<file path="src/rtl/spi_master_arbiter_if.sv">
// spi_master_arbiter_if: requester streams, SPI master channel and status of the arbiter
interface spi_master_arbiter_if #(
    parameter int N = 3,
    parameter int W = 32
);
    logic [N-1:0]         req_val;
    logic [N-1:0]         req_rdy;
    logic [N*W-1:0]       req_msg;
    logic [N-1:0]         resp_val;
    logic [N-1:0]         resp_rdy;
    logic [W-1:0]         resp_msg;
    logic                 resp_err;
    logic                 spi_req_val;
    logic                 spi_req_rdy;
    logic [W-1:0]         spi_req_msg;
    logic                 spi_resp_val;
    logic                 spi_resp_rdy;
    logic [W-1:0]         spi_resp_msg;
    logic [$clog2(N)-1:0] grant;
    logic                 busy;

    modport master (
        input  req_val, req_msg, resp_rdy, spi_req_rdy, spi_resp_val, spi_resp_msg,
        output req_rdy, resp_val, resp_msg, resp_err, spi_req_val, spi_req_msg,
               spi_resp_rdy, grant, busy
    );

    modport slave (
        output req_val, req_msg, resp_rdy, spi_req_rdy, spi_resp_val, spi_resp_msg,
        input  req_rdy, resp_val, resp_msg, resp_err, spi_req_val, spi_req_msg,
               spi_resp_rdy, grant, busy
    );
endinterface

</file>
<file path="src/rtl/spi_master_arbiter.sv">
// spi_master_arbiter: round-robin sharing of one SPI master channel with response timeout
module spi_master_arbiter #(
    parameter int N       = 3,
    parameter int W       = 32,
    parameter int TIMEOUT = 1024
) (
    input  logic                  clk,
    input  logic                  reset,
    spi_master_arbiter_if.master  bus
);
    localparam int GW = $clog2(N);
    localparam int TW = $clog2(TIMEOUT + 2);
    localparam logic [TW-1:0] TLAST = TW'(TIMEOUT == 0 ? 0 : TIMEOUT - 1);

    typedef enum logic [1:0] {IDLE, ISSUE, WAIT, RETURN} state_t;

    state_t        r_state;
    state_t        w_next;
    logic [GW-1:0] r_ptr;
    logic [GW-1:0] r_grant;
    logic [GW-1:0] w_win;
    logic          w_found;
    logic          w_tmo;
    logic [W-1:0]  r_req_buf;
    logic [W-1:0]  r_resp_buf;
    logic          r_err;
    logic [TW-1:0] r_timer;

    function automatic logic [GW-1:0] rr_idx(input logic [GW-1:0] p, input int k);
        int s;
        s = int'(p) + k;
        return GW'(s >= N ? s - N : s);
    endfunction

    // Scan from the pointer downward in priority so the nearest requester after ptr wins
    always_comb begin
        w_win   = '0;
        w_found = 1'b0;
        for (int k = N - 1; k >= 0; k--) begin
            if (bus.req_val[rr_idx(r_ptr, k)]) begin
                w_win   = rr_idx(r_ptr, k);
                w_found = 1'b1;
            end
        end
    end

    assign w_tmo = (TIMEOUT != 0) && (r_timer == TLAST);

    // State register
    always_ff @(posedge clk) begin
        if (reset) r_state <= IDLE;
        else       r_state <= w_next;
    end

    // Request/response buffers, grant pointer and wait timer
    always_ff @(posedge clk) begin
        if (reset) begin
            r_ptr      <= '0;
            r_grant    <= '0;
            r_timer    <= '0;
            r_req_buf  <= '0;
            r_resp_buf <= '0;
            r_err      <= 1'b0;
        end else begin
            case (r_state)
                IDLE: if (w_found) begin
                    r_req_buf <= bus.req_msg[w_win*W +: W];
                    r_grant   <= w_win;
                    r_ptr     <= (w_win == GW'(N - 1)) ? '0 : w_win + 1'b1;
                end
                ISSUE: if (bus.spi_req_rdy) r_timer <= '0;
                WAIT: begin
                    if (bus.spi_resp_val) begin
                        r_resp_buf <= bus.spi_resp_msg;
                        r_err      <= 1'b0;
                    end else if (w_tmo) begin
                        r_resp_buf <= '0;
                        r_err      <= 1'b1;
                    end else begin
                        r_timer <= r_timer + 1'b1;
                    end
                end
                default: ;
            endcase
        end
    end

    // Next-state and handshake outputs; a real response beats a same-cycle timeout
    always_comb begin
        w_next           = r_state;
        bus.req_rdy      = '0;
        bus.resp_val     = '0;
        bus.spi_req_val  = 1'b0;
        bus.spi_resp_rdy = 1'b0;
        case (r_state)
            IDLE: begin
                bus.spi_resp_rdy = 1'b1;
                bus.req_rdy      = (w_found && !reset) ? N'(1) << w_win : '0;
                if (w_found) w_next = ISSUE;
            end
            ISSUE: begin
                bus.spi_req_val = 1'b1;
                if (bus.spi_req_rdy) w_next = WAIT;
            end
            WAIT: begin
                bus.spi_resp_rdy = 1'b1;
                if (bus.spi_resp_val || w_tmo) w_next = RETURN;
            end
            RETURN: begin
                bus.resp_val = N'(1) << r_grant;
                if (bus.resp_rdy[r_grant]) w_next = IDLE;
            end
            default: w_next = IDLE;
        endcase
    end

    assign bus.resp_msg    = r_resp_buf;
    assign bus.resp_err    = r_err;
    assign bus.spi_req_msg = r_req_buf;
    assign bus.grant       = r_grant;
    assign bus.busy        = (r_state != IDLE);
endmodule

</file>
<file path="src/flat_wrapper.sv">
// flat-port wrapper written by rule: the top's interface ports become plain ports
module spi_master_arbiter_flat 
#(
    parameter int N       = 3,
    parameter int W       = 32,
    parameter int TIMEOUT = 1024
)
  (clk, reset, bus_req_val, bus_req_msg, bus_resp_rdy, bus_spi_req_rdy, bus_spi_resp_val, bus_spi_resp_msg, bus_req_rdy, bus_resp_val, bus_resp_msg, bus_resp_err, bus_spi_req_val, bus_spi_req_msg, bus_spi_resp_rdy, bus_grant, bus_busy);
  spi_master_arbiter_if #(.N(N), .W(W)) bus_i ();
  input  logic clk;
  input  logic reset;
  input wire logic [$bits(bus_i.req_val)-1:0] bus_req_val;
  input wire logic [$bits(bus_i.req_msg)-1:0] bus_req_msg;
  input wire logic [$bits(bus_i.resp_rdy)-1:0] bus_resp_rdy;
  input wire logic [$bits(bus_i.spi_req_rdy)-1:0] bus_spi_req_rdy;
  input wire logic [$bits(bus_i.spi_resp_val)-1:0] bus_spi_resp_val;
  input wire logic [$bits(bus_i.spi_resp_msg)-1:0] bus_spi_resp_msg;
  output wire logic [$bits(bus_i.req_rdy)-1:0] bus_req_rdy;
  output wire logic [$bits(bus_i.resp_val)-1:0] bus_resp_val;
  output wire logic [$bits(bus_i.resp_msg)-1:0] bus_resp_msg;
  output wire logic [$bits(bus_i.resp_err)-1:0] bus_resp_err;
  output wire logic [$bits(bus_i.spi_req_val)-1:0] bus_spi_req_val;
  output wire logic [$bits(bus_i.spi_req_msg)-1:0] bus_spi_req_msg;
  output wire logic [$bits(bus_i.spi_resp_rdy)-1:0] bus_spi_resp_rdy;
  output wire logic [$bits(bus_i.grant)-1:0] bus_grant;
  output wire logic [$bits(bus_i.busy)-1:0] bus_busy;
  assign bus_i.req_val = bus_req_val;
  assign bus_i.req_msg = bus_req_msg;
  assign bus_i.resp_rdy = bus_resp_rdy;
  assign bus_i.spi_req_rdy = bus_spi_req_rdy;
  assign bus_i.spi_resp_val = bus_spi_resp_val;
  assign bus_i.spi_resp_msg = bus_spi_resp_msg;
  assign bus_req_rdy = bus_i.req_rdy;
  assign bus_resp_val = bus_i.resp_val;
  assign bus_resp_msg = bus_i.resp_msg;
  assign bus_resp_err = bus_i.resp_err;
  assign bus_spi_req_val = bus_i.spi_req_val;
  assign bus_spi_req_msg = bus_i.spi_req_msg;
  assign bus_spi_resp_rdy = bus_i.spi_resp_rdy;
  assign bus_grant = bus_i.grant;
  assign bus_busy = bus_i.busy;
  spi_master_arbiter #(.N(N), .W(W), .TIMEOUT(TIMEOUT)) u_core (.clk(clk), .reset(reset), .bus(bus_i));
endmodule
</file>
<file path="config.mk">
export PLATFORM = sky130hd
export DESIGN_NAME = spi_master_arbiter_flat
export DESIGN_NICKNAME = d
export VERILOG_FILES = /design/src/rtl/spi_master_arbiter_if.sv /design/src/rtl/spi_master_arbiter.sv /design/src/flat_wrapper.sv
export SDC_FILE = /design/constraint.sdc
export NUM_CORES = 1
export LEC_CHECK = 0
export ABC_CLOCK_PERIOD_IN_PS = 2600
export BUFFER_PORTS_ARGS = -buffer_cell sky130_fd_sc_hd__buf_2
export CORE_AREA = 5 5 103 105
export DETAILED_ROUTE_END_ITERATION = 6
export DIE_AREA = 0 0 108 110
export PLACE_DENSITY = 0.78
export SETUP_SLACK_MARGIN = 0.2
export SYNTH_ARGS = -nofsm -noshare
export SYNTH_HDL_FRONTEND = slang
export SYNTH_SLANG_ARGS = --single-unit
</file>
<file path="constraint.sdc">
create_clock -name clk -period 2.6 [get_ports clk]
set_clock_uncertainty 0.05 [all_clocks]
set_input_delay 0 -clock clk [delete_from_list [all_inputs] [get_ports clk]]
set_output_delay 0 -clock clk [all_outputs]
set_load 0.05 [all_outputs]
</file>
Word-level counts from Yosys, hierarchy flattened
Cells that the tools add are included.
{ "word_totals": {"reg_bits": 82, "in_bits": 138, "elab_cells": 83} }
{ "op_classes": {"n_addsub": 7, "order_cmp": 7, "eq_ne": 11, "shifts": 3, "mux": 36, "n_reduce_logical": 12} }
{ "ops": {"columns": ["op", "n"], "rows": [
  ["$shiftx 96x8->32", 1],
  ["$mux 32", 2],
  ["$mux 11", 3],
  ["$mux 2", 11],
  ["$pmux 11 s2", 1],
  ["$lt 2x3->1 const B", 4],
  ["$add 11x1->11 const B", 1],
  ["$eq 11x10->1 const B", 1],
  ["$mux 1", 11],
  ["$mux 3", 3],
  ["$bmux 1 s2", 4],
  ["$pmux 2 s4", 1],
  ["$reduce_and 4->1", 2],
  ["$eq 2x2->1 const B", 3],
  ["$ge 3x2->1 const B", 2],
  ["$ne 2x1->1 const B", 3],
  ["$ne 2x2->1 const B", 3],
  ["$reduce_bool 2->1", 3],
  ["$shl 1x2->3 const A", 2],
  ["$reduce_and 2->1", 2],
  ["$sub 2x1->2 const B", 2],
  ["$add 2x1->3 const B", 1],
  ["$add 2x2->3 const B", 1],
  ["$add 2x1->2 const B", 1],
  ["8 further kinds", 8]
]} }

Longest topological paths before layout
{ "depth": {"ltp_word": 11, "ltp_mapped": 10, "ltp_nobuf": 8} }

Least setup slack after synthesis
No wires, ideal clock.
{ "synth_path": {"path_kind": "flip-flop to output port", "start": "register u_core.r_ptr[0]", "end": "output port bus_req_rdy[1]", "t_arrival_ps": 2437, "required_time_ps": 2550, "setup_slack_ps": 113, "path_stages_with_launch": 11, "path_buffers": 2, "path_cell_list": "dfxtp_1 -> inv_1 -> ha_1 -> buf_6 -> a21bo_1 -> a32oi_2 -> nor2_4 -> nor2_8 -> nand3_4 -> buf_6 -> a21oi_1"} }
{ "synth_via": {"elab_chain_len": 11, "elab_cells_between_ends": 27, "classes_between": "add/sub: 5; order compare: 3; shift: 1; mux: 17; reduce/logical: 1"} }
{ "synth_rtl": {"columns": ["item", "line", "text"], "rows": [
  ["from (decl)", "spi_master_arbiter.sv:19", "logic [GW-1:0] r_ptr;"],
  ["from (signal assigned)", "spi_master_arbiter.sv:69", "r_ptr <= (w_win == GW'(N - 1)) ? '0 : w_win + 1'b1;"],
  ["$add 2x2->3", "spi_master_arbiter.sv:31", "s = int'(p) + k;"],
  ["$ge 3x2->1 / $sub 2x1->2 (equally long branches)", "spi_master_arbiter.sv:32", "return GW'(s >= N ? s - N : s);"],
  ["$mux 2", "spi_master_arbiter.sv:32", null],
  ["$bmux 1 s2", "spi_master_arbiter.sv:40", "if (bus.req_val[rr_idx(r_ptr, k)]) begin"],
  ["$mux 1 (implied by the code)", "spi_master_arbiter.sv:40", null],
  ["$mux 2 / $mux 1 (equally long branches) (3 in a row)", "spi_master_arbiter.sv:40", null],
  ["$shl 1x2->3 / $logic_and 1x1->1 (equally long branches)", "spi_master_arbiter.sv:98", "bus.req_rdy = (w_found && !reset) ? N'(1) << w_win : '0;"],
  ["$mux 3 *", "spi_master_arbiter.sv:98", null],
  ["$mux 3 *", "spi_master_arbiter.sv:95", "case (r_state)"],
  ["to (decl)", "flat_wrapper.sv:18", "output wire logic [$bits(bus_i.req_rdy)-1:0] bus_req_rdy;"]
]} }
Every way passes the cells marked *; elsewhere a longest branch is shown, timed or not. The select of a mux whose other input is x is not followed.

Final worst setup path
{ "layout_path": {"start": "register u_core.r_ptr[0]", "end": "output port bus_req_rdy[2]"} }
The elaborated chain is that of the path after synthesis.

==> metrics <==
CP cell instances inv_4 -> ha_4 -> buf_12 -> a221oi_1 -> a32oi_2 -> o21ai_2 -> nor3_2 -> buf_2; Detail Route Antenna Nets 0; critical path endpoint category primary output; Site Rows 36; vias per inst 5.426; multi-input logic area 2375 um^2; r2r worst-path depth 9; Pleak 3.039 nW; filler cell count in the final layout 624; die area 11,880 um^2; top_reg_cell synth dfxtp_1; WP data required 2.55 ns; Final Cycle Share 89.92%; critical path class reg -> out; PortBufs 213; share of post-route cells with drive strength above 1 38.97%; DP Area 5308 um^2; DP HPWL 9013 um; Remaining Overflow, GRT 0; Design Power 7.540 mW; post-synth net total 582; worst slack, placed 0.03258 ns; Min Hold Slack 0.05631 ns; core footprint 9549 um^2; Post-synth EDFFs 0; initial antenna violation count 0; CTS H-tree lvls 3; Hold Path Depth 5; I/O pin count 214; RSZ-0062 raised after global routing yes; yosys warns 0; setup ws final 0.2621 ns; Seq. cell area 1649 um^2; max-capacitance violation count 0; Worst Tran Pin Value 0.6311 ns; Power Density 1082 nW/um^2; first-pass GRT wire length 25,350 um; final core utilization 72.94%; fin cells 915; Root Driver clkbuf_8; average instance area after synthesis 9.665 um^2; placed insts 756; Crit-path slowest cell o21ai_2; mapped cell area 4214 um^2; area share of the largest cell type after synthesis 38.95%; Vias 4,965; TritonRoute pass-1 iters 5; relative max-transition margin 57.64%; achievable frequency 427.7 MHz; fin area 6965 um^2; chip height 110 um; TritonCTS Sinks 82; Worst Path Max Fanout 6; Final nets 921; Final Hold Fails 0; largest cells by area after synthesis dfxtp_1 39%, o221ai_2 11%, mux2i_1 8.8%; GR Util All Layers 26.76%; Die Width 108 um; ys async rst share 0%; synthesis-stage register bit count 82; DR WL/cell 18.05 um; VDD IR-drop max 0.5837 mV; CP max stage delay 0.44 ns; Max Slew Vio Count 0; Critical Path AT 2.29 ns; Seq/Total Area, Yosys 38.95%; largest net degree at the start of global routing 65; Clk Latency, worst-skew pair 0.35 ns; Final setup viols 0; final wirelength 16,520 um; Mapped Cells 436; Initial Util 44.13%; Final Critical Period 2.338 ns; Setup crit start kind register; synth unique cells 53; vias in the first global route 5,183; status complete, no violations; Max Buffers Root-to-Sink 2; Synth-to-Final Area Change 65.29%; cell taking the most area after synthesis dfxtp_1; DRC errors left 0; CTS tree built; Hold Crit Class in -> reg; total CTS buffers 9; Clock transition at path regs 0.09 ns; drt initial violations 370; gpl congestion 0.7879; TNS Setup 0 ns
## worst paths after layout
| kind | start | endpoint | slack (ns) |
|---|---|---|---|
| worst max-delay path | u_core.r_ptr[0] | bus_req_rdy[2] | 0.26 |
| worst min-delay path | bus_spi_resp_val | u_core.r_timer[0] | 0.06 |
| worst max register to register | u_core.r_ptr[0] | u_core.bus.spi_req_msg[23] | 0.29 |
| worst min register to register | u_core.r_timer[10] | u_core.r_timer[10] | 0.43 |
## final cells by class
class                           instances  area share (%)
Antenna cell                            2         0.07185
Inverter                               11          0.6287
Multi-Input combinational cell        310           34.09
Timing Repair Buffer                  361           36.36
Clock buffer                           10           1.976
Sequential cell                        82           23.68
Tap cell                              133           2.389
Clock inverter                          6          0.8083
## synthesized netlist by cell type, drive strengths merged (8+ instances only)
| master | instances |
|---|---|
| dfxtp | 82 |
| o221ai | 32 |
| nor2 | 51 |
| o21ai | 8 |
| a22oi | 33 |
| nand2 | 42 |
| buf | 16 |
| ha | 8 |
| mux2i | 37 |
| clkbuf | 18 |
| nand3 | 36 |
| inv | 11 |
## sequential cells by signal (all words and copies together), names as in the netlist
signal,flops
u_core.bus.resp_err,1
u_core.r_ptr,2
u_core.r_state,2
u_core.bus.grant,2
u_core.bus.spi_req_msg,32
u_core.r_timer,11
u_core.bus.resp_msg,32
## kinds of logic after synthesis
logic type                 Yosys count  share of synthesized area, %
buffers and inverters               45                         6.294
and+or+nand+nor                    159                         19.06
adders and majority gates            8                         2.375
xor gates and xnor gates             7                         1.455
DFF                                 82                         38.95
muxes                               37                         8.789
AOI/OAI and AO/OA                   98                         23.07
## per-layer routing
layer | track usage (%) | wire length, um | vias up
li1 | - | - | 2282
met1 | 29.65 | 6225 | 2301
met2 | 44.89 | 7843 | 311
met3 | 9.493 | 1754 | 71
met4 | 14.88 | 693 | 0
met5 | 0 | 0 | -
## power breakdown
group / internal (mW) / total (mW) / switching [mW]
Combinational: 1.69 / 4.82 / 3.14
Clock: 0.395 / 0.901 / 0.506
Sequential: 1.60 / 1.81 / 0.218
Total: 3.68 / 7.54 / 3.86
## worst max-delay path, delay by kind of cell, from the launching register on
kind | cells | cell delay, ns
and+or+nand+nor | 1 | 0.08
DFF | 1 | 0.38
AOI/OAI and AO/OA | 3 | 0.92
adders and majority gates | 1 | 0.16
buffers and inverters | 3 | 0.40
## repair_timing
action	4_1_cts	5_1_grt
setup buffers	0	11
endpoints found under the setup margin	35	32
pin swaps	0	9
gates resized for setup	4	16
endpoints found under the hold margin	65	0
gates cloned	1	0
hold buffers	129	0
## cell usage in the layout (no fill, tap or decap), types with 3 or more instances in the layout
cell type,synthesis,routed
nand3b_1,4,4
nor3_1,7,6
ha_1,8,5
nand4_1,3,3
inv_1,10,8
o21ai_2,3,4
nor2_4,2,3
buf_4,0,15
buf_2,8,212
nor3b_1,3,3
xnor2_1,6,6
a21oi_1,7,6
mux2i_1,37,37
nand2_1,41,41
o221ai_2,30,30
nand3_1,35,35
dlygate4sd3_1,0,129
nor2_1,48,48
a22oi_1,33,33
dfxtp_1,82,80
clkbuf_8,0,10
(Power assumes the default switching activity.)
